### config.mk
export PLATFORM = sky130hd
export DESIGN_NAME = mat_result_unloader
export DESIGN_NICKNAME = d
export VERILOG_FILES = /design/src/rtl/mat_result_unloader.sv
export SDC_FILE = /design/constraint.sdc
export NUM_CORES = 1
export LEC_CHECK = 0
export BUFFER_PORTS_ARGS = -buffer_cell sky130_fd_sc_hd__buf_2
export CAP_MARGIN = 20
export CORE_UTILIZATION = 30
export DETAILED_ROUTE_END_ITERATION = 10
export PLACE_DENSITY = 0.48
export SLEW_MARGIN = 15
export SYNTH_ARGS = -nofsm -noshare
export SYNTH_HDL_FRONTEND = slang
export SYNTH_SLANG_ARGS = --single-unit
### constraint.sdc
create_clock -name i_clk -period 6.1 [get_ports i_clk]
set_input_delay 0.305 -clock i_clk [delete_from_list [all_inputs] [get_ports i_clk]]
set_output_delay 0.305 -clock i_clk [all_outputs]
set_load 0.005 [all_outputs]
### src/rtl/mat_result_unloader.sv
// Drains a captured N*N result matrix as a valid/ready element stream, row-major by default.
// Define MAT_UNLOAD_TRANSPOSE_EN to stream column-major instead.
module mat_result_unloader #(
   parameter int W  = 16,
   parameter int N  = 3,
   localparam int RW = (N > 1) ? $clog2(N) : 1
) (
   input  logic               i_clk,
   input  logic               i_rst,
   input  logic               i_done,
   input  logic [W*N*N-1:0]   i_C,
   output logic [W-1:0]       o_data,
   output logic               o_valid,
   input  logic               i_ready,
   output logic               o_last,
   output logic [RW-1:0]      o_row,
   output logic [RW-1:0]      o_col,
   output logic               o_busy,
   output logic               o_overrun
);

   localparam int NE = N * N;
   localparam int IW = (NE > 1) ? $clog2(NE) : 1;

   localparam logic [0:0] IDLE   = 1'b0;
   localparam logic [0:0] STREAM = 1'b1;

   logic [0:0]        state_p0;
   logic [W*NE-1:0]   mat_p0;
   logic [IW-1:0]     idx_p0;
   logic [RW-1:0]     row_p0;
   logic [RW-1:0]     col_p0;
   logic              ovr_p0;

   logic              vld_p0;
   logic              xfer;
   logic              at_last;
   logic [W-1:0]      elem;

   assign vld_p0  = (state_p0 == STREAM);
   assign xfer    = vld_p0 && i_ready;
   assign at_last = (idx_p0 == IW'(NE - 1));

   // Capture / stream state: index, row/col and buffer all registered
   always_ff @(posedge i_clk or posedge i_rst) begin
      if (i_rst) begin
         state_p0 <= IDLE;
         mat_p0   <= '0;
         idx_p0   <= '0;
         row_p0   <= '0;
         col_p0   <= '0;
         ovr_p0   <= 1'b0;
      end else begin
         // A pulse coinciding with the final transfer is a legal back-to-back capture
         ovr_p0 <= vld_p0 && i_done && !(xfer && at_last);
         case (state_p0)
            IDLE: begin
               if (i_done) begin
                  mat_p0   <= i_C;
                  idx_p0   <= '0;
                  row_p0   <= '0;
                  col_p0   <= '0;
                  state_p0 <= STREAM;
               end
            end
            STREAM: begin
               if (xfer) begin
                  if (at_last) begin
                     idx_p0 <= '0;
                     row_p0 <= '0;
                     col_p0 <= '0;
                     if (i_done) begin
                        mat_p0 <= i_C;
                     end else begin
                        state_p0 <= IDLE;
                     end
                  end else begin
                     idx_p0 <= idx_p0 + 1'b1;
`ifdef MAT_UNLOAD_TRANSPOSE_EN
                     if (row_p0 == RW'(N - 1)) begin
                        row_p0 <= '0;
                        col_p0 <= col_p0 + 1'b1;
                     end else begin
                        row_p0 <= row_p0 + 1'b1;
                     end
`else
                     if (col_p0 == RW'(N - 1)) begin
                        col_p0 <= '0;
                        row_p0 <= row_p0 + 1'b1;
                     end else begin
                        col_p0 <= col_p0 + 1'b1;
                     end
`endif
                  end
               end
            end
            default: state_p0 <= IDLE;
         endcase
      end
   end

   // Output select: element (row,col) from the buffer, (0,0) in the MSBs
   always_comb begin
      elem = '0;
      for (int r = 0; r < N; r++) begin
         for (int c = 0; c < N; c++) begin
            if (row_p0 == RW'(r) && col_p0 == RW'(c)) begin
               elem = mat_p0[W*(NE-1-(r*N+c)) +: W];
            end
         end
      end
   end

   assign o_valid   = vld_p0;
   assign o_busy    = vld_p0;
   assign o_last    = vld_p0 && at_last;
   assign o_data    = vld_p0 ? elem : '0;
   assign o_row     = row_p0;
   assign o_col     = col_p0;
   assign o_overrun = ovr_p0;

endmodule

Word-level counts from Yosys, hierarchy flattened
Index checks and enable logic that the tools add are counted.
Widths: inputs -> output; s select.

storage, ports and cells
  output and inout bits = 24
  register bits after elaboration = 154
  word-level logic and storage cells = 70

operators by class
  bitwise operators = 1
  reduce and logical (&&, ||, !) cells = 20
  $add $sub $neg = 3
  equal/unequal tests = 9
  mux-type cells = 31

operator list
  cell                 number
  $mux 144             3
  $pmux 144 s2         1
  $mux 16              10
  $logic_and 1x1->1    14
  $mux 2               7
  $mux 4               3
  $pmux 2 s2           2
  $pmux 4 s2           1
  $add 2x1->2 const B  2
  $add 4x1->4 const B  1
  $eq 2x1->1 const B   2
  $eq 2x2->1 const B   2
  $eq 4x4->1 const B   1
  $logic_not 2->1      2
  $ne 2x1->1 const B   2
  $reduce_and 2->1     2
  $mux 1               3
  $ne 3x1->1 const B   1
  $reduce_and 3->1     1
  $ne 2x2->1 const B   1
  $pmux 1 s2           1
  $logic_not 1->1      1
  $not 1->1            1

Logic depth before layout (Yosys ltp)
  depth after elaboration = 12
  depth in mapped cells = 10
  gate-level depth less buffers = 6

Least setup slack after synthesis
Ideal clock, no wire load.

  path kind = register -> output
  start point = reg row_p0[1] (netlist: o_row[1])
  end point = out o_data[14]
  path buffers = 1
  data arrival time = 1.883 ns
  cell stages (with the launch flop) = 8
  required time = 5.795 ns
  path slack = 3.912 ns
  cell sequence = dfrtp_1 inv_1 ha_1 nor2b_1 nor2b_1 clkbuf_1 a32oi_1 a221oi_1

on the way
  cells in the longest elaborated chain, start to end = 12
  elaborated cells on any way between the ends = 22

RTL lines
  item                    line  source
  from (decl)             31    logic [RW-1:0] row_p0;
  from (signal assigned)  89    row_p0 <= row_p0 + 1'b1;
  $logic_not 2->1         107   if (row_p0 == RW'(r) && col_p0 == RW'(c)) begin
  $logic_and 1x1->1       107
  $mux 16 (8 in a row)    107
  $mux 16 *               107
  $mux 16 *               117   assign o_data = vld_p0 ? elem : '0;
  to (decl)               12    output logic [W-1:0] o_data,

Every way passes the cells marked *; elsewhere a longest branch is shown, timed or not.

Worst setup path after layout
  start point = reg row_p0[0] (netlist: o_row[0])
  end point = out o_data[8]

Same word-level chain as after synthesis.

==> run metrics <==
Tot Pwr=5.32 mW; clock skew=0.0132 ns; cts-stage hold buffer count=0; Critical Path Sink Type=output port; vias in the first global route=5715; outcome=finished with violations; Vias=5306; Starting Density=30.9%; Hold Violations, Final=6; Antenna Violating Nets Remaining=0; RSZ-0062 raised after global routing=false; crit path launch type=flip-flop; Cell Rows=57; Static Leak=4.21 nW; post-CTS setup repair buffer count=0; share of cells above drive strength 1=53.8%; clock tree buffer depth=2; Avg WL per Cell=22.0 um; Arr. time, crit path=3.76 ns; Power Density=570 nW/um2; Avg Vias per Cell=5.08; pin count of the biggest net entering global routing=109; Top Ports=172; worst-path cell with the longest stage delay=nor2b_1; Iteration-0 DRC Markers=450; register area share after synthesis=50.9%; Die ar.=25900 um2; Placer Congestion=0.831; Peak VDD IR=0.000179 V; clock tree from TritonCTS=yes; port bufs=171; Multi-input gate area=3430 um2; Yosys reg bits=154; post-synthesis cell count=557; worst min-delay path class=primary input to asynchronous set/reset pin; Crit Path Max Fanout=15; Netlist cell types=37; period utilization=66.6%; total CTS buffers=17; initial antenna violation count=0; PostCTS Resize Cnt=0; FF+latch area=3850 um2; critical path buffer and inverter count=2; WS Path Type=flip-flop to output port; Net count, final=860; Routed WL=22900 um; # clock sinks=154; cells along the critical path=inv_1 -> ha_1 -> nor2b_1 -> nor2b_1 -> a222oi_1 -> o32ai_1 -> buf_2; Tightest Pin Transition=1.04 ns; slowest stage delay, CP=0.91 ns; DRT Pass-1 Iters=7; syn_nets=710; Setup violations, final=0; Fin Hold WS=-0.0139 ns; Most common cell on crit path=nor2b_1; final-report max-slew violation count=0; worst rel slew slack=30.7%; Die H=161 um; syn avg cell area=13.6 um2; Tmin final=4.06 ns; core area=24500 um2; antenna fix cells=0; Die Span X=161 um; fillcell total=2415; MaxCap Viol Count=0; Cell Area, Synth=7570 um2; Max H-tree Level=4; hpwl dp=17000 um; violated checks=negative hold slack; first-pass GRT wire length=34800 um; Max Fclk=246 MHz; drt drc=0; Synth Warn #=0; Data required, critical path=5.79 ns; Total GRT Usage=18.3%; Worst-Skew Late Latency=0.43 ns; Worst-path clk slew=0.06 ns; CTS Root Cell=clkbuf_16; Area growth syn-to-layout=23.3%; remaining global-route overflow=0; Setup TNS=0 ns; cell family with most CP delay=simple AND/OR/NAND/NOR gates
routing by layer:
layer	track usage (%)	routed length [um]	vias up
met1	24.3	10200	2673
met4	6.65	478	0
met2	29.4	11000	208
li1	-	-	2402
met5	0	0	-
met3	3.93	1250	23
layout make-up:
type / instances / share of cell area [%]
flip-flops and latches: 154 / 41.3
multi-input cells: 349 / 36.8
repair buffers: 178 / 9.86
clock buffers: 19 / 4.85
well taps: 324 / 4.34
clock inverters: 13 / 2.55
inverters: 7 / 0.335
registers in the layout (all words and copies together) (netlist names):
| register | cells |
|---|---|
| o_col | 2 |
| o_row | 2 |
| o_overrun | 1 |
| o_busy | 1 |
| idx_p0 | 4 |
| mat_p0 | 144 |
cell families after synthesis:
kind of cell             count (synthesis)  synth area share, %
buffers and inverters                   54                 3.82
multiplexers                           179                 29.5
flip-flops                             154                 50.9
AO/OA/AOI/OAI                          111                 11.3
AND/OR/NAND/NOR                         54                 3.65
adder cells (fa/ha/maj)                  5                0.826
per-stage QoR:
step                      std cells  cell area, um2  utilization, %  setup WS (ns)
final                          1044            9340            38.1           2.04
after CTS                      1044            9340            38.1           2.09
after floorplan                 557            7570               -           1.65
after global routing           1044            9340            38.1           1.74
after global placement         1012            8640            35.2           2.68
after detailed placement       1012            8640            35.2           2.55
where the power goes:
part / switching (mW) / internal [mW]
sequential: 0.433 / 1.53
clock: 0.442 / 0.795
combinational: 0.973 / 1.15
final timing paths:
kind | startpoint | to | slack (ns) | depth (start not counted)
hold reg to reg | mat_p0[112]$_DFFE_PP0P_ | mat_p0[112]$_DFFE_PP0P_ | 0.50 | 1
max in group asynchronous | i_rst | mat_p0[80]$_DFFE_PP0P_ | 4.66 | 3
setup reg to reg | o_busy$_DFF_PP0_ | mat_p0[78]$_DFFE_PP0P_ | 3.02 | 5
hold / removal | i_rst | mat_p0[122]$_DFFE_PP0P_ | -0.01 | 2
setup / recovery | o_row[0]$_DFFE_PP0P_ | o_data[8] | 2.04 | 7
min in group i_clk | i_C[28] | mat_p0[28]$_DFFE_PP0P_ | 0.11 | 2
synth_stat cells:
cell | number | share of area, %
nor3_1 | 2 | 0.13
a32o_1 | 2 | 0.26
a41oi_1 | 1 | 0.12
a221oi_1 | 12 | 1.4
inv_1 | 7 | 0.35
a21oi_1 | 19 | 1.3
a22o_1 | 1 | 0.12
a222oi_1 | 14 | 1.9
and2_1 | 6 | 0.50
buf_6 | 9 | 1.3
a221o_1 | 11 | 1.5
and3b_1 | 1 | 0.12
o32ai_1 | 4 | 0.46
o22a_1 | 1 | 0.12
o21ai_0 | 9 | 0.59
nor2b_1 | 4 | 0.33
nand3_1 | 1 | 0.066
nand2_1 | 14 | 0.69
mux2i_1 | 5 | 0.66
a32oi_1 | 2 | 0.23
o2bb2ai_1 | 15 | 1.7
nor4b_1 | 1 | 0.12
buf_4 | 1 | 0.099
buf_2 | 12 | 0.79
clkbuf_1 | 23 | 1.1
buf_1 | 2 | 0.099
a31oi_1 | 2 | 0.17
dfrtp_1 | 154 | 51
a22oi_1 | 2 | 0.20
a21o_1 | 1 | 0.099
ha_1 | 5 | 0.83
mux2_2 | 114 | 17
nor2_1 | 11 | 0.55
o22ai_1 | 14 | 1.2
mux2_4 | 60 | 12
o31ai_1 | 1 | 0.099
nand2b_1 | 14 | 1.2
placed cells by master, fill, tap and decap left out, drive strengths merged, types with 6 or more instances in the layout:
cell type / n
clkbuf: 19
nand2b: 14
and2: 6
o21ai: 9
a221oi: 12
a222oi: 14
inv: 10
a221o: 11
bufinv: 6
dfrtp: 154
nand2: 14
mux2: 174
o22ai: 14
a21oi: 19
buf: 178
o2bb2ai: 15
nor2: 11
No activity file was read; power rests on OpenSTA's default activity.
